==> config.mk <==
export PLATFORM = sky130hd
export DESIGN_NAME = hazard_ctrl_flat
export DESIGN_NICKNAME = d
export VERILOG_FILES = /design/src/rtl/hazard_ctrl_if.sv /design/src/rtl/hazard_ctrl.sv /design/src/flat_wrapper.sv
export SDC_FILE = /design/constraint.sdc
export NUM_CORES = 1
export LEC_CHECK = 0
export ABC_CLOCK_PERIOD_IN_PS = 2600
export CAP_MARGIN = 30
export CORE_MARGIN = 2
export CORE_UTILIZATION = 44
export DETAILED_ROUTE_END_ITERATION = 16
export PLACE_DENSITY_LB_ADDON = 0.25
export SYNTH_ARGS = -nofsm -noshare
export SYNTH_HDL_FRONTEND = slang
export SYNTH_SLANG_ARGS = --single-unit
==> constraint.sdc <==
create_clock -name clk -period 2.6 [get_ports clk]
set_input_delay 0.78 -clock clk [delete_from_list [all_inputs] [get_ports clk]]
set_output_delay 0.78 -clock clk [all_outputs]
set_load 0.005 [all_outputs]
==> src/rtl/hazard_ctrl_if.sv <==
// Signal bundle between the pipeline datapath and the hazard controller.
// The pipeline drives hazard sources; the controller returns write-enables, flushes and status.
interface hazard_ctrl_if;
  logic [3:0]  if_id_opcode;
  logic [3:0]  if_id_rs;
  logic [3:0]  if_id_rt;
  logic [3:0]  id_ex_rd;
  logic        id_ex_memRead;
  logic        branch_taken;
  logic        icache_stall;
  logic        dcache_stall;
  logic        pc_we;
  logic        if_id_we;
  logic        id_ex_we;
  logic        ex_mem_we;
  logic        mem_wb_we;
  logic        if_id_flush;
  logic        id_ex_flush;
  logic        halted;
  logic [15:0] stall_count;

  modport master (
    output if_id_opcode, if_id_rs, if_id_rt, id_ex_rd, id_ex_memRead,
           branch_taken, icache_stall, dcache_stall,
    input  pc_we, if_id_we, id_ex_we, ex_mem_we, mem_wb_we,
           if_id_flush, id_ex_flush, halted, stall_count
  );

  modport slave (
    input  if_id_opcode, if_id_rs, if_id_rt, id_ex_rd, id_ex_memRead,
           branch_taken, icache_stall, dcache_stall,
    output pc_we, if_id_we, id_ex_we, ex_mem_we, mem_wb_we,
           if_id_flush, id_ex_flush, halted, stall_count
  );
endinterface

==> src/rtl/hazard_ctrl.sv <==
// Stall/flush sequencer for the 5-stage core: resolves load-use, branch redirect,
// cache-miss stalls and HLT drain, and keeps a saturating stall-cycle counter.
module hazard_ctrl #(
  parameter logic [3:0] OP_SW        = 4'b1001,
  parameter logic [3:0] OP_HLT       = 4'b1111,
  parameter int         DRAIN_CYCLES = 3
) (
  input  logic        clk,
  input  logic        rst_n,
  hazard_ctrl_if.slave hz,
  output logic [1:0]  state_o
);

  localparam int CW = $clog2(DRAIN_CYCLES + 1);

  typedef enum logic [1:0] {RUN = 2'd0, DRAIN = 2'd1, HALTED = 2'd2} state_t;

  state_t      state_q, state_d;
  logic [CW-1:0] drain_q, drain_d;
  logic [15:0] stall_q, stall_d;

  logic load_use;
  logic stall_evt;
  logic pc_we, if_id_we, id_ex_we, ex_mem_we, mem_wb_we;
  logic if_id_flush, id_ex_flush, halted;

  // Stores take rt via the MEM-to-MEM forward, so only rs matters for them.
  assign load_use = hz.id_ex_memRead && (hz.id_ex_rd != 4'd0) && (hz.if_id_opcode != OP_HLT) &&
                    ((hz.id_ex_rd == hz.if_id_rs) ||
                     ((hz.id_ex_rd == hz.if_id_rt) && (hz.if_id_opcode != OP_SW)));

  always_comb begin
    state_d     = state_q;
    drain_d     = drain_q;
    stall_evt   = 1'b0;
    pc_we       = 1'b0;
    if_id_we    = 1'b0;
    id_ex_we    = 1'b0;
    ex_mem_we   = 1'b0;
    mem_wb_we   = 1'b0;
    if_id_flush = 1'b0;
    id_ex_flush = 1'b0;
    halted      = 1'b0;
    unique case (state_q)
      RUN: begin
        if (hz.dcache_stall) begin
          stall_evt = 1'b1;
        end else if (load_use) begin
          stall_evt   = 1'b1;
          id_ex_we    = 1'b1;
          ex_mem_we   = 1'b1;
          mem_wb_we   = 1'b1;
          id_ex_flush = 1'b1;
        end else if (hz.branch_taken) begin
          {pc_we, if_id_we, id_ex_we, ex_mem_we, mem_wb_we} = 5'b11111;
          if_id_flush = 1'b1;
        end else if (hz.icache_stall || (hz.if_id_opcode == OP_HLT)) begin
          stall_evt   = hz.icache_stall;
          {if_id_we, id_ex_we, ex_mem_we, mem_wb_we} = 4'b1111;
          if_id_flush = 1'b1;
          if (!hz.icache_stall) begin
            state_d = DRAIN;
            drain_d = CW'(DRAIN_CYCLES);
          end
        end else begin
          {pc_we, if_id_we, id_ex_we, ex_mem_we, mem_wb_we} = 5'b11111;
        end
      end
      DRAIN: begin
        if (hz.dcache_stall) begin
          stall_evt = 1'b1;
        end else begin
          {if_id_we, id_ex_we, ex_mem_we, mem_wb_we} = 4'b1111;
          if_id_flush = 1'b1;
          id_ex_flush = 1'b1;
          drain_d     = drain_q - CW'(1);
          if (drain_q == CW'(1)) state_d = HALTED;
        end
      end
      HALTED: halted = 1'b1;
      default: state_d = RUN;
    endcase
    stall_d = (stall_evt && (stall_q != 16'hFFFF)) ? stall_q + 16'd1 : stall_q;
  end

  always_ff @(posedge clk or negedge rst_n) begin
    if (!rst_n) begin
      state_q <= RUN;
      drain_q <= '0;
      stall_q <= '0;
    end else begin
      state_q <= state_d;
      drain_q <= drain_d;
      stall_q <= stall_d;
    end
  end

  // Controls are forced low while reset is held, independent of the clock.
  assign hz.pc_we       = pc_we       & rst_n;
  assign hz.if_id_we    = if_id_we    & rst_n;
  assign hz.id_ex_we    = id_ex_we    & rst_n;
  assign hz.ex_mem_we   = ex_mem_we   & rst_n;
  assign hz.mem_wb_we   = mem_wb_we   & rst_n;
  assign hz.if_id_flush = if_id_flush & rst_n;
  assign hz.id_ex_flush = id_ex_flush & rst_n;
  assign hz.halted      = halted      & rst_n;
  assign hz.stall_count = stall_q;
  assign state_o        = state_q;

endmodule
==> src/flat_wrapper.sv <==
// flat-port wrapper written by rule: the top's interface ports become plain ports
module hazard_ctrl_flat 
#(
  parameter logic [3:0] OP_SW        = 4'b1001,
  parameter logic [3:0] OP_HLT       = 4'b1111,
  parameter int         DRAIN_CYCLES = 3
)
  (clk, rst_n, state_o, hz_if_id_opcode, hz_if_id_rs, hz_if_id_rt, hz_id_ex_rd, hz_id_ex_memRead, hz_branch_taken, hz_icache_stall, hz_dcache_stall, hz_pc_we, hz_if_id_we, hz_id_ex_we, hz_ex_mem_we, hz_mem_wb_we, hz_if_id_flush, hz_id_ex_flush, hz_halted, hz_stall_count);
  hazard_ctrl_if hz_i ();
  input  logic clk;
  input  logic rst_n;
  output logic [1:0] state_o;
  input wire logic [$bits(hz_i.if_id_opcode)-1:0] hz_if_id_opcode;
  input wire logic [$bits(hz_i.if_id_rs)-1:0] hz_if_id_rs;
  input wire logic [$bits(hz_i.if_id_rt)-1:0] hz_if_id_rt;
  input wire logic [$bits(hz_i.id_ex_rd)-1:0] hz_id_ex_rd;
  input wire logic [$bits(hz_i.id_ex_memRead)-1:0] hz_id_ex_memRead;
  input wire logic [$bits(hz_i.branch_taken)-1:0] hz_branch_taken;
  input wire logic [$bits(hz_i.icache_stall)-1:0] hz_icache_stall;
  input wire logic [$bits(hz_i.dcache_stall)-1:0] hz_dcache_stall;
  output wire logic [$bits(hz_i.pc_we)-1:0] hz_pc_we;
  output wire logic [$bits(hz_i.if_id_we)-1:0] hz_if_id_we;
  output wire logic [$bits(hz_i.id_ex_we)-1:0] hz_id_ex_we;
  output wire logic [$bits(hz_i.ex_mem_we)-1:0] hz_ex_mem_we;
  output wire logic [$bits(hz_i.mem_wb_we)-1:0] hz_mem_wb_we;
  output wire logic [$bits(hz_i.if_id_flush)-1:0] hz_if_id_flush;
  output wire logic [$bits(hz_i.id_ex_flush)-1:0] hz_id_ex_flush;
  output wire logic [$bits(hz_i.halted)-1:0] hz_halted;
  output wire logic [$bits(hz_i.stall_count)-1:0] hz_stall_count;
  assign hz_i.if_id_opcode = hz_if_id_opcode;
  assign hz_i.if_id_rs = hz_if_id_rs;
  assign hz_i.if_id_rt = hz_if_id_rt;
  assign hz_i.id_ex_rd = hz_id_ex_rd;
  assign hz_i.id_ex_memRead = hz_id_ex_memRead;
  assign hz_i.branch_taken = hz_branch_taken;
  assign hz_i.icache_stall = hz_icache_stall;
  assign hz_i.dcache_stall = hz_dcache_stall;
  assign hz_pc_we = hz_i.pc_we;
  assign hz_if_id_we = hz_i.if_id_we;
  assign hz_id_ex_we = hz_i.id_ex_we;
  assign hz_ex_mem_we = hz_i.ex_mem_we;
  assign hz_mem_wb_we = hz_i.mem_wb_we;
  assign hz_if_id_flush = hz_i.if_id_flush;
  assign hz_id_ex_flush = hz_i.id_ex_flush;
  assign hz_halted = hz_i.halted;
  assign hz_stall_count = hz_i.stall_count;
  hazard_ctrl #(.OP_SW(OP_SW), .OP_HLT(OP_HLT), .DRAIN_CYCLES(DRAIN_CYCLES)) u_core (.clk(clk), .rst_n(rst_n), .hz(hz_i), .state_o(state_o));
endmodule
# Word level (Yosys, flattened, before mapping)
# Index checks and enable logic that the tools add are counted.
[totals]
register_bits = 20
latchBits = 0
ram_bits = 0
rom_bits = 0
output_inout_bits = 26
mem_count = 0
[classes]
addsub = 2
n_mul = 0
div_mod_pow = 0
n_lt_le_gt_ge = 0
eq_ne = 16
shifts = 0
mux = 40
n_bitwise = 7
reduce_logical = 13
[ops]
columns = ["op", "n"]
rows = [
  ["two-way mux 2 bit", 13],
  ["two-way mux 1 bit", 21],
  ["adder 16 x 1 -> 16 bit (second input constant)", 1],
  ["!= test 16 bit (second input constant)", 1],
  ["!= test 2 bit (second input constant)", 5],
  ["== test 4 bit", 2],
  ["!= test 4 bit (second input constant)", 2],
  ["one-hot mux 1 bit (2 select lines)", 4],
  ["AND reduction 8 bit", 1],
  ["AND reduction 7 bit", 1],
  ["AND 1 bit", 6],
  ["one-hot mux 2 bit (3 select lines)", 1],
  ["logical AND 1 bit", 5],
  ["== test 2 x 1 -> 1 bit (second input constant)", 2],
  ["== test 4 bit (second input constant)", 1],
  ["!= test 2 x 1 -> 1 bit (second input constant)", 2],
  ["one-hot mux 2 bit (2 select lines)", 1],
  ["nonzero test 4 bit", 1],
  ["== test 2 bit (second input constant)", 1],
  ["zero test 2 bit", 1],
  ["logical OR 1 bit", 2],
  ["nonzero test 2 bit", 1],
  ["OR reduction 2 bit", 1],
  ["subtractor 2 x 1 -> 2 bit (second input constant)", 1],
  ["inverter 1 bit", 1],
]

# Depth between registers and ports, before layout
# Gate-level depths: netlist of the first run.
[logic_depth]
depth_word = 8
mapped_depth = 6

# Worst setup path before layout of the first run
# Ideal clock, no wire load.
[synth_timing]
path_kind = "input port to output port"
from = "input port hz_id_ex_rd[2]"
to = "output port hz_id_ex_flush"
arrival_ns = 1.682
setup_slack_ns = 0.138
path_stages = 5
path_cell_list = "xor2_1 > nor4_2 > a31oi_1 > nor3_1 > o21a_1"
[synth_via]
elab_chain_cells = 8
elab_cells_between_ends = 12
[synth_rtl]
columns = ["item", "line", "source"]
rows = [
  ["from (decl)", "flat_wrapper.sv:16", "input wire logic [$bits(hz_i.id_ex_rd)-1:0] hz_id_ex_rd;"],
  ["== test 4 bit or nonzero test 4 bit (tied branches)", "hazard_ctrl.sv:30, hazard_ctrl.sv:28", ""],
  ["logical AND 1 bit, on equally long branches", "hazard_ctrl.sv:30, hazard_ctrl.sv:28", ""],
  ["logical OR 1 bit or logical AND 1 bit (tied branches)", "hazard_ctrl.sv:29, hazard_ctrl.sv:28", ""],
  ["logical AND 1 bit *", "hazard_ctrl.sv:28", "assign load_use = hz.id_ex_memRead && (hz.id_ex_rd != 4'd0) && (hz.if_id_opcode != OP_HLT) &&"],
  ["two-way mux 1 bit *", "hazard_ctrl.sv:48", "end else if (load_use) begin"],
  ["two-way mux 1 bit *", "hazard_ctrl.sv:46", "if (hz.dcache_stall) begin"],
  ["one-hot mux 1 bit (2 select lines) *", "hazard_ctrl.sv:44", "unique case (state_q)"],
  ["AND 1 bit *", "hazard_ctrl.sv:105", "assign hz.id_ex_flush = id_ex_flush & rst_n;"],
  ["to (decl)", "flat_wrapper.sv:27", "output wire logic [$bits(hz_i.id_ex_flush)-1:0] hz_id_ex_flush;"],
]
# Mark *: on every way between the ends. The rest lies on a longest branch, timed or not.

# Worst setup path after layout of the first run
[layout_timing]
from = "input port hz_if_id_rs[1]"
to = "output port hz_id_ex_flush"
[layout_via]
elab_chain_cells = 7
[layout_rtl]
columns = ["item", "line", "source"]
rows = [
  ["from (decl)", "flat_wrapper.sv:14", "input wire logic [$bits(hz_i.if_id_rs)-1:0] hz_if_id_rs;"],
  ["== test 4 bit", "hazard_ctrl.sv:29", "((hz.id_ex_rd == hz.if_id_rs) ||"],
  ["logical OR 1 bit", "hazard_ctrl.sv:29", ""],
  ["logical AND 1 bit", "hazard_ctrl.sv:28", ""],
  ["two-way mux 1 bit", "hazard_ctrl.sv:48", ""],
  ["two-way mux 1 bit", "hazard_ctrl.sv:46", ""],
  ["one-hot mux 1 bit (2 select lines)", "hazard_ctrl.sv:44", ""],
  ["AND 1 bit", "hazard_ctrl.sv:105", ""],
]
# No other way between the ends.

==> impl_results.md, run 1 <==
- Crit-path max FO: 2
- Iteration-0 DRC count of the detailed router: 44
- LEAKAGE: 0.972 nW
- Area share of fa/ha/maj cells after synthesis: 0.0192
- Fmax: 351 MHz
- Met2 Use GR: 0.446
- CTS clk-pin slew, worst paths: 0.12 ns
- Worst Path Arrival: 2.07 ns
- PwrDens: 328 mW/mm^2
- Worst min-delay path class: in -> async
- Cell Count, Final, Fillers Out: 253
- MaxCap Viol Count: 0
- Complex-gate fraction of the synthesized area: 0.0987
- Die Area: 0.00342 sq mm
- N_diodes: 0
- Xor/xnor share of the synthesized area: 0.154
- 1st-pass router iterations: 4
- Dpl hpwl: 2660 microns
- Post-Syn Area: 0.00131 sq mm
- Initial antenna violation count: 0
- DR vias/cell: 5.39
- Tot GR Track Use: 0.241
- CORE AREA: 0.00278 sq mm
- Cell count after placement: 232
- H-tree depth: 1
- R2R depth: 5
- I/O pin cnt: 48
- Required @ worst endpoint: 1.82 ns
- Synthesis Warnings: 0
- Largest family of logic cells by synthesized area: simple AND/OR/NAND/NOR gates
- Placement Cell Area: 0.00194 sq mm
- Starting Density: 0.470
- Cts-stage hold buffer count: 0
- Worst slew pin tran: 0.392 ns
- Clock buffer count from CTS: 3
- Synthesized instance count: 139
- Design area: 0.00216 sq mm
- DIE HEIGHT: 58.5 microns
- Final setup viols: 4
- Count of final max-slew check failures: 0
- Clock network power share: 0.263
- FF-to-FF setup slack: 0.81 ns
- Reg2reg end: u_core.hz.stall_count[1]
- Reg-to-reg startpoint: u_core.hz.stall_count[5]
- Final WS setup: -0.251 ns
- Worst vdd ir: 0.529 mV
- IO Port Bufs: 47
- Fillers: 182
- Global-route wire length before repair: 6300 microns
- Final nets: 247
- Total congestion overflow: 0
- Clk root buf: clkbuf_4
- M3 GR Usage: 0.0484
- TritonCTS clock tree: built
- Crit path capture type: output port
- Violated checks: setup timing
- Switch share: 0.277
- Vias in the first global route: 1,381
- Largest net degree at the start of global routing: 14
- Critical path type: in -> out
- FF+latch area: 500 sq um
- Area grow syn2layout: 65.6%
- RePlAce Congestion: 0.806
- Layout cell share with drive strength beyond 1: 0.347
- Multi-input logic area: 841 sq um
- Rows: 19
- Drt total wl: 3990 microns
- Clk_lat worst skew: 0.31 ns
- Met1 Use GR: 0.286
- Post-synthesis mux area share: 0.0115
- Clock Skews: 0.0120 ns
- Cell internal pwr: 513 uW
- Status: finished, violations left
- Gr busiest metal: met2
- Seq/Total Area, Yosys: 0.383
- Unrepaired setup endpoints after global routing: yes
- Drc violations: 0
- Mapped Nets: 163
- Comb power frac: 0.264
- Seq pwr share: 0.473
- Post-synthesis register bit count: 20
- DRT antenna net count: 0
- Period utilisation layout: 1.10
- Routed length per instance: 15.8 microns
- Min Tclk post-route: 2.85 ns
- Syn_area_per_cell: 9.40 sq um
- Post-Synth Simple-Gate Area: 0.287
- CTS Sinks: 20
- Vias post-DR: 1,363
- CTS max path bufs: 2
- Hold Slack: 0.462 ns
- Startpoint Class: input port
- Yosys cell types: 34
- Endpoints failing hold: 0
- Die Wd: 58.5 microns
- Total Power: 710 uW
- Relative slew margins: 0.738
- Fin Setup TNS: -0.812 ns
- Switching power: 197 uW
-- cell usage after synthesis --
cell       n  share of area
a21o_1     1         0.0057
and2_1     1         0.0048
o41ai_2    1          0.012
nand3_1   16          0.061
xnor2_1   16           0.11
o221a_4    1          0.015
or2_2      1         0.0048
nor3_4     1          0.012
and4_4     1         0.0086
nor2_1    12          0.034
nand4_1    7          0.034
nor4_1     3          0.014
o21a_1     1         0.0057
a22oi_1    1         0.0057
o22ai_1    1         0.0048
nor3_1     4          0.015
dfrtp_1   20           0.38
a31oi_1    2         0.0096
nand2_2    1         0.0048
ha_1       2          0.019
nand2b_1   2         0.0096
nor4b_4    1          0.018
a311o_2    1         0.0086
buf_6      1         0.0086
xor2_1     7          0.047
clkbuf_1   1         0.0029
nand2_1    6          0.017
buf_4      2          0.011
nor4_2     2          0.019
and3_1     6          0.029
mux2_4     1          0.011
o21ai_0    4          0.015
a21oi_1    4          0.015
inv_1      8          0.023
-- power groups by stage --
| stage | combinational (mW) | sequential, mW | clock (mW) |
|---|---|---|---|
| 4_1_cts | 0.174 | 0.335 | 0.189 |
| 5_1_grt | 0.200 | 0.338 | 0.197 |
| 3_5_place_dp | 0.152 | 0.341 | 0 |
| 2_1_floorplan | 0.0536 | 0.339 | 0 |
| 6_report | 0.187 | 0.336 | 0.187 |
| 3_3_place_gp | 0.146 | 0.340 | 0 |
-- logic make-up (layout without fill, tap and decap cells) --
family / Yosys count / count (layout)
AO/OA/AOI/OAI: 17 / 17
XOR/XNOR: 23 / 23
adder cells (fa/ha/maj): 2 / 2
buffers and inverters: 12 / 95
flip-flops: 20 / 20
multiplexers: 1 / 1
AND/OR/NAND/NOR: 64 / 64
-- metrics by stage --
step	util	setup slack (ns)
3_3_place_gp	0.698	-0.937
3_5_place_dp	0.698	-0.980
6_report	0.778	-0.251
4_1_cts	0.767	-0.217
2_1_floorplan	-	0.138
5_1_grt	0.778	-0.312
-- how the worst max path moves through the flow --
stage,startpoint,end,slack (ns),depth (start not counted)
after global placement,hz_id_ex_rd[0],hz_id_ex_flush,-0.94,7
after CTS,hz_if_id_rs[1],hz_id_ex_flush,-0.22,8
after detailed placement,hz_id_ex_rd[0],hz_id_ex_flush,-0.98,7
final,hz_if_id_rs[1],hz_id_ex_flush,-0.25,8
after floorplan,hz_id_ex_rd[2],hz_id_ex_flush,0.14,5
after global routing,hz_if_id_rs[1],hz_id_ex_flush,-0.31,8
-- state kept, by name (all words and copies together), names as in the netlist --
signal,cells
u_core.drain_q,2
u_core.hz.stall_count,16
u_core.state_o,2
-- layer usage --
layer,part of all wire,up-vias
met3,0.041,5
met1,0.41,660
met2,0.55,42
li1,-,656
met4,0.0078,0
met5,0,-
-- layout by cell type (no fill, tap or decap), drive strengths merged, types with 2 or more instances in the layout --
cell type / n
buf: 47
clkdlybuf4s50: 21
dfrtp: 20
nand3: 16
xnor2: 16
nor2: 12
inv: 8
dlygate4sd2: 8
nand4: 7
xor2: 7
nand2: 7
and3: 6
clkbuf: 6
clkdlybuf4s15: 5
nor3: 5
nor4: 5
o21ai: 4
a21oi: 4
a31oi: 2
nand2b: 2
ha: 2
-- layout make-up --
cell class,instances,area share
multi-input cells,107,0.389
repair buffers,83,0.331
flip-flops and latches,20,0.231
well taps,31,0.0179
clock buffers,4,0.0168
inverters,8,0.0139
-- timing repair --
| action | 4_1_cts | 5_1_grt |
|---|---|---|
| gates resized for setup | 82 | 9 |
| endpoints found under the setup margin | 8 | 5 |
| pin swaps | 11 | 8 |
| setup buffers | 16 | 1 |
| endpoints found under the hold margin | 0 | 0 |
-- worst max-delay path, cell delays in order --
cell	delay, ns
buf_6	0.10
xor2_2	0.17
nor4_2	0.35
a31oi_2	0.10
nor3_2	0.21
buf_4	0.16
o21a_1	0.10
buf_2	0.10
No activity file was read; power rests on OpenSTA's default activity.
==> run 2, diff against run 1 <==
--- a/config.mk
+++ b/config.mk
@@ -7,7 +7,6 @@
 export LEC_CHECK = 0
 export ABC_CLOCK_PERIOD_IN_PS = 2600
 export CAP_MARGIN = 30
-export CORE_MARGIN = 2
 export CORE_UTILIZATION = 44
 export DETAILED_ROUTE_END_ITERATION = 16
 export PLACE_DENSITY_LB_ADDON = 0.25
==> run 2 against run 1 <==
Net effect: the run still ends with setup timing left; non-clock buffer count grew 10; largest cell class unchanged; core utilization grew 2.6 points; die area shrank 6.7%; flip-flop and latch count is the same; maximum frequency shrank 1.2%; routed wire length grew 3.0%; cell area grew 3.4%.
==> impl_results.md, run 2 (same netlist as run 1, synthesis figures left out) <==
- Status: finished, violations left
- Violated checks: setup timing
- Area grow syn2layout: 71.2%
- Hold Slack: 0.465 ns (+0.00286 ns)
- Most common cell after layout, fill and taps aside: buf_4
- 1st-pass router iterations: 6 (+2)
- Util after Layout: 0.804 (+0.0261)
- Reg2reg end: u_core.drain_q[0]
- TritonCTS clock tree: built
- Startpoint Class: input port
- Cell count after placement: 233 (+0.43%)
- Reg-to-reg startpoint: u_core.state_o[1]
- CTS max path bufs: 2 (unchanged)
- Clk root buf: clkbuf_4
- Cell Count, Final, Fillers Out: 262 (+3.6%)
- Fin Setup TNS: -0.787 ns (+0.0245 ns)
- Starting Density: 0.470 (unchanged)
- Final setup viols: 4 (unchanged)
- Number of flip-flops under the largest register name: 16 (unchanged)
- Worst vdd ir: 0.581 mV (+9.8%)
- Min Tclk post-route: 2.89 ns (+0.0338 ns)
- Tot GR Track Use: 0.261 (+0.0194)
- Worst min-delay path class: in -> async
- Final WS setup: -0.285 ns (-0.0338 ns)
- Placement Cell Area: 0.00195 sq mm (+0.39%)
- Total Power: 674 uW (-5.1%)
- Clock Skews: 0.00197 ns (-0.0101 ns)
- Worst slew pin tran: 0.387 ns (-0.00499 ns)
- CORE AREA: 0.00278 sq mm (unchanged)
- PwrDens: 301 mW/mm^2 (-8.2%)
- Drt total wl: 4110 microns (+3.0%)
- Final nets: 257 (+4.0%)
- Dpl hpwl: 2660 microns (-0.12%)
- Count of final max-slew check failures: 0 (unchanged)
- DR vias/cell: 5.40 (+0.25%)
- Relative slew margins: 0.742 (+0.00333)
- Most frequent cells in the layout: 44 x buf_4, 22 x clkdlybuf4s50_1, 20 x dfrtp_1
- CTS clk-pin slew, worst paths: 0.11 ns (about the same)
- DRT antenna net count: 0 (unchanged)
- Vias post-DR: 1,415 (+3.8%)
- Crit-path max FO: 3 (+1)
- Worst path max stage delay: 0.32 ns (-0.03 ns)
- H-tree depth: 1 (unchanged)
- Period utilisation layout: 1.11 (+0.0130)
- Crit-path cells: buf_6, xor2_2, nor4_4, a31oi_2, buf_4, nor3_4, o21a_1, buf_2
- CP max-delay cell: nor4_4
- Critical path type: in -> out
- LEAKAGE: 1.02 nW (+4.5%)
- Cts-stage hold buffer count: 0 (unchanged)
- FF-to-FF setup slack: 0.25 ns (-0.56 ns)
- Crit path capture type: output port
- N_diodes: 0 (unchanged)
- Worst Path Arrival: 2.11 ns (+0.04 ns)
- Clk_lat worst skew: 0.29 ns (-0.02 ns)
- Iteration-0 DRC count of the detailed router: 57 (+30%)
- Required @ worst endpoint: 1.82 ns (about the same)
- MaxCap Viol Count: 0 (unchanged)
- CTS Sinks: 20 (unchanged)
- Clock buffer count from CTS: 3 (unchanged)
- Die Area: 0.00319 sq mm (-6.7%)
- IO Port Bufs: 47 (unchanged)
- Vias in the first global route: 1,441 (+4.3%)
- I/O pin cnt: 48 (unchanged)
- Rows: 19 (unchanged)
- Post-Place Worst Slack: -1.02 ns (-0.0444 ns)
- Design area: 0.00224 sq mm (+3.4%)
- DIE HEIGHT: 56.5 microns (-3.4%)
- RePlAce Congestion: 0.827 (+2.7%)
- Unrepaired setup endpoints after global routing: yes
- Die Wd: 56.5 microns (-3.4%)
- Routed length per instance: 15.7 microns (-0.53%)
- Drc violations: 0 (unchanged)
- Global-route wire length before repair: 6550 microns (+4.0%)
- Initial antenna violation count: 0 (unchanged)
- Largest net degree at the start of global routing: 14 (unchanged)
- Fmax: 347 MHz (-1.2%)
- Endpoints failing hold: 0 (unchanged)
- R2R depth: 15 (+10)
- Total congestion overflow: 0 (unchanged)
- Layout cell share with drive strength beyond 1: 0.403 (+0.0558)
==> run 2: cell count changes in the layout (fill, tap and decap cells not counted), sizes merged <==
| cell | delta |
|---|---|
| buf | +10 |
| clkbuf | +3 |
| clkdlybuf4s15 | -3 |
| clkdlybuf4s50 | +1 |
| dlygate4sd2 | -2 |
==> run 2: worst max-delay path, delay by kind of cell <==
| kind | cells | cell delay [ns] |
|---|---|---|
| AOI/OAI and AO/OA | 2 | 0.24 |
| xor gates and xnor gates | 1 | 0.17 |
| buffers and inverters | 3 | 0.38 |
| and+or+nand+nor | 2 | 0.53 |
==> run 2: cell type report <==
class	count	area, sq um
clock buffer	3	22.5
fill	189	546
multi-input combinational	107	863
inverter	8	30.0
timing repair buffer	93	781
tap	31	38.8
sequential	20	500
==> run 2: worst max-delay path by stage <==
stage	cells past startpoint	endpoint	start	slack (ns)
2_1_floorplan	5	hz_id_ex_flush	hz_id_ex_rd[2]	0.14
3_3_place_gp	7	hz_id_ex_flush	hz_id_ex_rd[0]	-0.94
3_5_place_dp	7	hz_id_ex_flush	hz_id_ex_rd[0]	-1.02
5_1_grt	8	hz_id_ex_flush	hz_if_id_rs[2]	-0.37
6_report	8	hz_id_ex_flush	hz_if_id_rs[2]	-0.29
4_1_cts	8	hz_id_ex_flush	hz_if_id_rs[1]	-0.26
==> run 2: report_power, final <==
part	total [mW]	internal, mW	switching [mW]
Combinational	0.195	0.112	0.0826
Sequential	0.335	0.320	0.0147
Clock	0.144	0.0539	0.0901
==> run 2: timing repair <==
item,in CTS,in global routing
gates resized for setup,77,24
setup buffers,24,3
endpoints found under the setup margin,8,9
pin swaps,14,9
==> run 2: layer usage <==
layer,GRT usage,vias up,part of all wire
met5,0,-,0
met4,0.0418,0,0.016
met3,0.0576,8,0.028
met2,0.469,30,0.53
met1,0.322,696,0.43
li1,-,681,-
==> run 3, diff against run 2 <==
--- a/config.mk
+++ b/config.mk
@@ -5,9 +5,10 @@
 export SDC_FILE = /design/constraint.sdc
 export NUM_CORES = 1
 export LEC_CHECK = 0
+export ABC_AREA = 1
 export ABC_CLOCK_PERIOD_IN_PS = 2600
-export CAP_MARGIN = 30
-export CORE_UTILIZATION = 44
+export CAP_MARGIN = 20
+export CORE_UTILIZATION = 46
 export DETAILED_ROUTE_END_ITERATION = 16
 export PLACE_DENSITY_LB_ADDON = 0.25
 export SYNTH_ARGS = -nofsm -noshare
==> run 3 against run 2 <==
Net effect: the run now ends clean; cell area decreased by 1.7%; area after synthesis grew 12%; combinational power shrank 46%; core utilization is 7.8 points lower; setup slack gained 0.32 ns; hold slack improved by 0.025 ns; critical path depth up 1; maximum frequency increased by 13%; die area grew 6.9%; critical path type unchanged.
==> impl_results.md, run 3 <==
- Status: finished, final reports clean
- Mapped Nets: 228 (+40%)
- Post-synth top area cell: dfrtp_1
- Critical path startpoint: hz_id_ex_rd[0]
- Drc violations: 0 (unchanged)
- Worst Path Arrival: 1.78 ns (-0.33 ns)
- Placement Cell Area: 0.00205 sq mm (+5.3%)
- Ys flop type: dfrtp_1
- Crit-path cells: buf_2, xor2_1, nor2_1, nand2_1, nand2_2, nand2_4, o211ai_1, a21oi_1, buf_2
- Routed length per instance: 12.2 microns (-22%)
- Most frequent cells in the layout: 58 x nand2_1, 25 x nand3_1, 23 x inv_1, 23 x buf_4
- Cell internal pwr: 525 uW (+8.0%)
- Comb power frac: 0.155 (-0.134)
- Count of final max-slew check failures: 0 (unchanged)
- Switching power: 153 uW (-18%)
- Tot GR Track Use: 0.236 (-0.0242)
- Die Wd: 58.4 microns (+3.4%)
- Switch share: 0.226 (-0.0524)
- Area grow syn2layout: 50.2%
- Critical path type: in -> out
- Design area: 0.00220 sq mm (-1.7%)
- CP bufs+invs: 2 (-1)
- Initial antenna violation count: 0 (unchanged)
- Util after Layout: 0.726 (-0.0778)
- Drt total wl: 3890 microns (-5.4%)
- Clock Skews: 0.00626 ns (+0.00429 ns)
- Crit path capture type: output port
- Number of flip-flops under the largest register name: 16 (unchanged)
- Reg-to-reg startpoint: u_core.hz.stall_count[0]
- Final WS setup: 0.0359 ns (+0.321 ns)
- LEAKAGE: 1.21 nW (+19%)
- PwrDens: 308 mW/mm^2 (+2.4%)
- Period utilisation layout: 0.986 (-0.124)
- CTS Sinks: 20 (unchanged)
- Yosys cell types: 29 (-15%)
- Worst vdd ir: 0.372 mV (-36%)
- Endpoints failing hold: 0 (unchanged)
- Post-Place Worst Slack: -0.780 ns (+0.245 ns)
- Hold Startpoint: u_core.drain_q[0]
- Synthesized instance count: 204 (+47%)
- Share of the synthesized area in the top cell type: 0.342 (-0.0413)
- Fmax: 390 MHz (+13%)
- Cts-stage hold buffer count: 0 (unchanged)
- Post-synth top cells: 62 x nand2_1, 26 x nand3_1, 25 x inv_1, 20 x dfrtp_1, 17 x nor2_1
- Clk_lat worst skew: 0.31 ns (+0.02 ns)
- Most common cell after layout, fill and taps aside: nand2_1
- Global-route wire length before repair: 6130 microns (-6.4%)
- Worst slew pin tran: 0.338 ns (-0.0496 ns)
- Iteration-0 DRC count of the detailed router: 55 (-3.5%)
- DR vias/cell: 4.93 (-8.7%)
- MaxCap Viol Count: 0 (unchanged)
- DIE HEIGHT: 58.4 microns (+3.4%)
- Cell mode on critical path: buf_2
- Vias in the first global route: 1,373 (-4.7%)
- Total congestion overflow: 0 (unchanged)
- RePlAce Congestion: 0.818 (-1.2%)
- Clock buffer count from CTS: 3 (unchanged)
- CP max-delay cell: xor2_1
- Largest cells by area after synthesis: dfrtp_1 34%, nand2_1 16%, nand3_1 8.9%
- CTS clk-pin slew, worst paths: 0.12 ns (about the same)
- Starting Density: 0.483 (+0.0138)
- Seq/Total Area, Yosys: 0.342 (-0.0413)
- EDFF count, synth: 0 (unchanged)
- Required @ worst endpoint: 1.82 ns (about the same)
- Clk root buf: clkbuf_4
- Min Tclk post-route: 2.56 ns (-0.321 ns)
- Cell family with most CP delay: simple AND/OR/NAND/NOR gates
- Worst min-delay path class: reg -> reg
- Hold Slack: 0.490 ns (+0.0249 ns)
- Seq pwr share: 0.460 (-0.037)
- H-tree depth: 1 (unchanged)
- Die Area: 0.00341 sq mm (+6.9%)
- TritonCTS clock tree: built
- CORE AREA: 0.00303 sq mm (+8.9%)
- Clock network power share: 0.385 (+0.171)
- Largest net degree at the start of global routing: 18 (+4)
- Cell Count, Final, Fillers Out: 319 (+22%)
- Crit-path max FO: 4 (+1)
- Synthesis Warnings: 0 (unchanged)
- Final nets: 300 (+17%)
- Fin Setup TNS: 0 ns (+0.787 ns)
- Vias post-DR: 1,573 (+11%)
- IO Port Bufs: 47 (unchanged)
- N_diodes: 0 (unchanged)
- Layout cell share with drive strength beyond 1: 0.255 (-0.148)
- Post-Syn Area: 0.00146 sq mm (+12%)
- Asr flop ratio synth: 1.00 (unchanged)
- Startpoint Class: input port
- 1st-pass router iterations: 4 (-2)
- Post-synthesis register bit count: 20 (unchanged)
- DRT antenna net count: 0 (unchanged)
- Final setup viols: 0 (-4)
- Worst path max stage delay: 0.19 ns (-0.13 ns)
- I/O pin cnt: 48 (unchanged)
- Cell count after placement: 303 (+30%)
- Syn_area_per_cell: 7.18 sq um (-24%)
- Rows: 20 (+1)
- CTS max path bufs: 2 (unchanged)
- Relative slew margins: 0.774 (+0.0322)
- Total Power: 678 uW (+0.69%)
- Dpl hpwl: 2600 microns (-2.4%)
- Most frequent cell after synthesis: nand2_1
-- run 3: cell types whose count changed in the layout (fill, tap and decap cells not counted), moves of 4 or more --
cell      change
nand2_2       +4
xor2_2        -5
buf_4        -21
and3_1        -6
inv_1        +16
xor2_1        +8
nand2_1      +52
nor2_1        +6
buf_6         -7
xnor2_1       -6
clkbuf_2      +5
nand3_1       +9
-- run 3: layer usage --
metal	vias up	track usage	part of all wire
met5	-	0	0
met4	0	0.0884	0.028
met3	13	0.0418	0.036
met2	46	0.407	0.50
met1	721	0.297	0.43
li1	793	-	-
-- run 3: cells by family after synthesis --
logic type,count (synthesis),share of synthesized area
AOI/OAI and AO/OA,9,0.0393
xor gates and xnor gates,19,0.114
adders and majority gates,2,0.0171
buffers and inverters,31,0.0914
DFF,20,0.342
muxes,1,0.00684
and+or+nand+nor,122,0.390
-- run 3: path summary, 6_finish.rpt --
path	to	depth (start not counted)	slack (ns)
min in group asynchronous	u_core.hz.stall_count[2]	3	0.63
max reg2reg	u_core.hz.stall_count[7]	9	0.59
max	hz_if_id_flush	9	0.04
max in group asynchronous	u_core.hz.stall_count[15]	3	1.82
min	u_core.drain_q[0]	1	0.49
min reg2reg	u_core.drain_q[0]	1	0.49
-- run 3: final cells by class --
cell class	instances	area [sq um]
Clock buffer	3	22.5
Clock inverter	1	30.0
Fill cell	228	830
Inverter	26	97.6
Multi-Input combinational cell	153	887
Sequential cell	20	500
Tap cell	44	55.1
Timing Repair Buffer	72	606
-- run 3: power by group through the flow --
stage          registers [mW]  logic, mW  clock network, mW
4_1_cts                 0.312     0.0992              0.265
3_3_place_gp            0.318     0.0787                  0
2_1_floorplan           0.318     0.0240                  0
3_5_place_dp            0.318     0.0802                  0
6_report                0.312      0.105              0.261
5_1_grt                 0.312      0.113              0.277
-- run 3: repair_timing --
| item | 4_1_cts | 5_1_grt |
|---|---|---|
| resized for setup | 60 | 35 |
| buffers inserted | 9 | 2 |
| pin swaps | 11 | 21 |
| endpoints found under the setup margin | 8 | 6 |
| cloned | 1 | 0 |
